==> config.mk <==
export PLATFORM = sky130hd
export DESIGN_NAME = cdb_arbiter
export DESIGN_NICKNAME = d
export VERILOG_FILES = /design/src/rtl/cdb_arbiter.sv
export SDC_FILE = /design/constraint.sdc
export NUM_CORES = 1
export LEC_CHECK = 0
export ABC_AREA = 1
export CORE_ASPECT_RATIO = 1.2
export CORE_UTILIZATION = 47
export CTS_BUF_LIST = sky130_fd_sc_hd__clkbuf_4
export DETAILED_ROUTE_END_ITERATION = 10
export PLACE_DENSITY = 0.78
export SYNTH_ARGS = -nofsm -noshare
export SYNTH_HDL_FRONTEND = slang
export SYNTH_SLANG_ARGS = --single-unit
==> constraint.sdc <==
create_clock -name clk -period 2 [get_ports clk]
set_input_delay 0.5 -clock clk [delete_from_list [all_inputs] [get_ports clk]]
set_output_delay 0.5 -clock clk [all_outputs]
set_load 0.005 [all_outputs]
==> src/rtl/cdb_arbiter.sv <==
`default_nettype none
// ============================================================================
// Module   : cdb_arbiter
// Purpose  : Round-robin grant of the common data bus to one output buffer.
// Revision : 1.0  initial release
// ============================================================================
module cdb_arbiter #(
  parameter int NUM_REQUESTERS = 4,
  parameter int INDEX_WIDTH    = (NUM_REQUESTERS > 1) ? $clog2(NUM_REQUESTERS) : 1
) (
  input  logic                      clk,
  input  logic                      reset,
  input  logic [NUM_REQUESTERS-1:0] request,
  input  logic                      hold,
  output logic [NUM_REQUESTERS-1:0] permit,
  output logic                      cdb_valid,
  output logic [INDEX_WIDTH-1:0]    grant_index,
  output logic [INDEX_WIDTH-1:0]    priority_ptr
);

  localparam int                     c_sum_w = INDEX_WIDTH + 1;
  localparam logic [INDEX_WIDTH:0]   c_num   = c_sum_w'(NUM_REQUESTERS);
  localparam logic [INDEX_WIDTH-1:0] c_last  = INDEX_WIDTH'(NUM_REQUESTERS - 1);

  logic [INDEX_WIDTH-1:0]    r_ptr;
  logic [INDEX_WIDTH:0]      w_sum;
  logic [INDEX_WIDTH-1:0]    w_idx;
  logic [NUM_REQUESTERS-1:0] w_permit;
  logic [INDEX_WIDTH-1:0]    w_grant_index;
  logic                      w_found;
  logic [INDEX_WIDTH-1:0]    w_ptr_next;

  // Walk the ring starting at r_ptr; the first requester seen wins. The extra
  // sum bit lets the wrap work for non-power-of-two requester counts.
  always_comb begin
    w_sum         = '0;
    w_idx         = '0;
    w_permit      = '0;
    w_grant_index = '0;
    w_found       = 1'b0;
    if (reset && !hold) begin
      for (int k = 0; k < NUM_REQUESTERS; k++) begin
        w_sum = {1'b0, r_ptr} + c_sum_w'(k);
        if (w_sum >= c_num) begin
          w_sum = w_sum - c_num;
        end
        w_idx = w_sum[INDEX_WIDTH-1:0];
        if (!w_found && request[w_idx]) begin
          w_found         = 1'b1;
          w_permit[w_idx] = 1'b1;
          w_grant_index   = w_idx;
        end
      end
    end
  end

  always_comb begin
    w_ptr_next = r_ptr;
    if (w_found) begin
      w_ptr_next = (w_grant_index == c_last) ? '0 : w_grant_index + 1'b1;
    end
  end

  always_ff @(posedge clk) begin
    if (!reset) begin
      r_ptr <= '0;
    end else begin
      r_ptr <= w_ptr_next;
    end
  end

  assign permit       = w_permit;
  assign cdb_valid    = w_found;
  assign grant_index  = w_grant_index;
  assign priority_ptr = r_ptr;

endmodule
`default_nettype wire

==> summary.md <==
| Metric | Value |
|---|---|
| Placement row count | 15 |
| Final nets | 172 |
| GR Util All Layers | 0.334 |
| Final Skew | 0.00492 ns |
| Initial Utilization | 0.509 |
| Total power | 1860 µW |
| Power Dens Cells | 1500 nW/µm² |
| First-pass GRT wire length | 4.08 mm |
| First-pass detailed-route iteration total | 4 |
| Yosys warns | 0 |
| Mean Syn Cell Area | 6.81 µm² |
| Final Hold Fails | 0 |
| WS Path Type | reg2out |
| Mapped Nets | 123 |
| Switch share | 0.514 |
| Top FF cell, synth | dfxtp_1 |
| Cts hold-fix bufs | 0 |
| Yosys top cell area share | 0.136 |
| Largest net degree at the start of global routing | 10 |
| CTS Buf Count | 3 |
| Drt drc | 0 |
| Die X | 38.1 µm |
| Diodes inserted | 0 |
| Antenna violations before repair | 0 |
| Violated checks | setup timing |
| P&R area growth vs syn | 68.4% |
| Post-synthesis sequential area ratio | 0.0544 |
| Logic pwr share | 0.906 |
| Clk_lat worst skew | 0.23 ns |
| Number of flip-flops in the largest register | 2 |
| EDFF count, synth | 0 |
| Layout cells sized above 1 | 0.574 |
| CP Max Fanout | 5 |
| Max clock buf depth | 2 |
| Seq pwr share | 0.043 |
| CP arrival | 1.84 ns |
| Clk sink count | 2 |
| CTS clk-pin slew, worst paths | 0.03 ns |
| RSZ-0062 raised after global routing | true |
| Routed wire per std cell | 14.8 µm |
| Core box area | 1450 µm² |
| Number of global-route vias before repair | 927 |
| Sw Pwr | 958 µW |
| Clock root buffer | clkbuf_4 |
| Worst Hold Class | reg2reg |
| Fin util | 0.857 |
| CTS tree | yes |
| Fin crit period | 2.34 ns |
| WL final | 2.55 mm |
| Post-DRT Antenna Nets | 0 |
| Post-Syn Area | 736 µm² |
| IO buf count | 15 |
| Critical Path End Type | output pin |
| Die area | 1730 µm² |
| H-tree Lvls | 1 |
| Design area | 1240 µm² |
| Area contributors post-synth | ha_1, nand2_1, nand3_1 |
| Initial drt markers | 18 |
| Setup Viol. Count Final | 7 |
| Hold path cells | 3 |
| Final setup margin | -0.344 ns |
| Ys async rst share | 0 |
| Max-cap viol count | 0 |
| Static leakage | 0.000673 µW |
| Distinct cells, synth | 22 |
| Reg2Reg Depth | 13 |
| Final hold slack | 0.693 ns |
| Top post-synthesis cells by count | nand2_1, inv_1, nand3_1 |
| Final HPWL DP | 1.49 mm |
| Cells after synthesis | 108 |
| Tcrit/Tclk final | 1.17 |
| Die height | 45.3 µm |
| Boundary pin count | 16 |
| Power Internal | 906 µW |
| Slew @ Worst Pin | 0.220 ns |
| DP Area | 1020 µm² |
| Area leader, netlist | ha_1 |
| Synth Register Bits | 2 |
| Startpoint types | flop |
| Congestion Overflow GR | 0 |
| Rel. slew slack | 0.853 |
| Vias per inst | 5.52 |
| Max Freq | 427 MHz |
| Vias | 949 |
| RD Place Congestion | 0.868 |
| Outcome | finished with violations |
| Final max-slew violation count | 0 |
| Most numerous cell in the Yosys netlist | nand2_1 |
| VDD IR max | 1.13 mV |
| Clock share of power | 0.050 |
| Critical Path RT | 1.50 ns |
layer usage:
layer  GRT usage  wire length [µm]  vias to the layer above
li1            -                 -                      447
met1       0.378              1020                      462
met2       0.593              1360                       30
met3      0.0591               102                       10
met4       0.150                72                        0
met5           0                 0                        -
logic make-up (layout without fill, tap and decap cells):
family,Yosys count,in the layout,share of synthesized area
and+or+nand+nor,70,70,0.617
adders and majority gates,8,8,0.136
DFF,2,2,0.0544
buffers and inverters,22,69,0.133
AOI/OAI and AO/OA,6,6,0.0595
per-stage QoR:
stage | setup WS [ns] | TNS, ns | instances
after floorplan | -0.0232 | -0.0571 | 108
after global placement | -0.847 | -5.73 | 153
after detailed placement | -0.908 | -6.19 | 153
after CTS | -0.316 | -1.83 | 169
after global routing | -0.409 | -2.51 | 172
final | -0.344 | -2.04 | 172
final timing paths:
kind                         from         endpoint  slack [ns]
setup / recovery  priority_ptr[0]        permit[0]       -0.34
hold / removal    priority_ptr[0]  priority_ptr[0]        0.69
setup reg to reg  priority_ptr[0]  priority_ptr[1]        0.15
hold reg to reg   priority_ptr[0]  priority_ptr[0]        0.69
power groups by stage:
stage / clock (µW) / combinational, µW / sequential [µW]
after global routing: 99.5 / 1790 / 84.5
after CTS: 93.1 / 1570 / 79.8
after detailed placement: 0 / 1150 / 80.1
final: 93.8 / 1690 / 80.9
after floorplan: 0 / 797 / 96.8
after global placement: 0 / 1120 / 79.5
critical path: stages, from the launching register on:
cell	delay, ns
dfxtp_4	0.37
inv_8	0.04
ha_4	0.25
inv_2	0.06
nand3_2	0.08
nand2_4	0.10
inv_4	0.05
nor2_8	0.12
buf_6	0.13
buf_6	0.09
nand3_2	0.04
nand4_1	0.08
nand2_1	0.05
inv_1	0.04
buf_2	0.10
cells in the final DEF, fill, tap and decap left out, types with 2 or more instances in the layout:
cell	n
buf_4	23
nand2_1	20
inv_1	13
nand2_2	13
nand3_1	9
nand3_2	8
nand4_1	7
ha_1	7
buf_6	7
inv_2	6
buf_2	6
nand2_4	4
clkdlybuf4s50_1	4
clkbuf_4	3
clkdlybuf4s15_1	3
nor2_8	2
nand4_4	2
nor2_1	2
a22oi_2	2
dfxtp_4	2
area by class of cell:
type	instances	area, µm²
clock buffers	3	22.5
repair buffers	45	383
well taps	17	21.3
multi-input cells	84	676
flip-flops and latches	2	47.5
inverters	21	88.8
fillers	82	206
what timing repair did:
action | 4_1_cts | 5_1_grt
resized for setup | 53 | 5
endpoints found under the setup margin | 7 | 7
pin swaps | 27 | 7
setup buffers | 13 | 3
(Power assumes the default switching activity.)
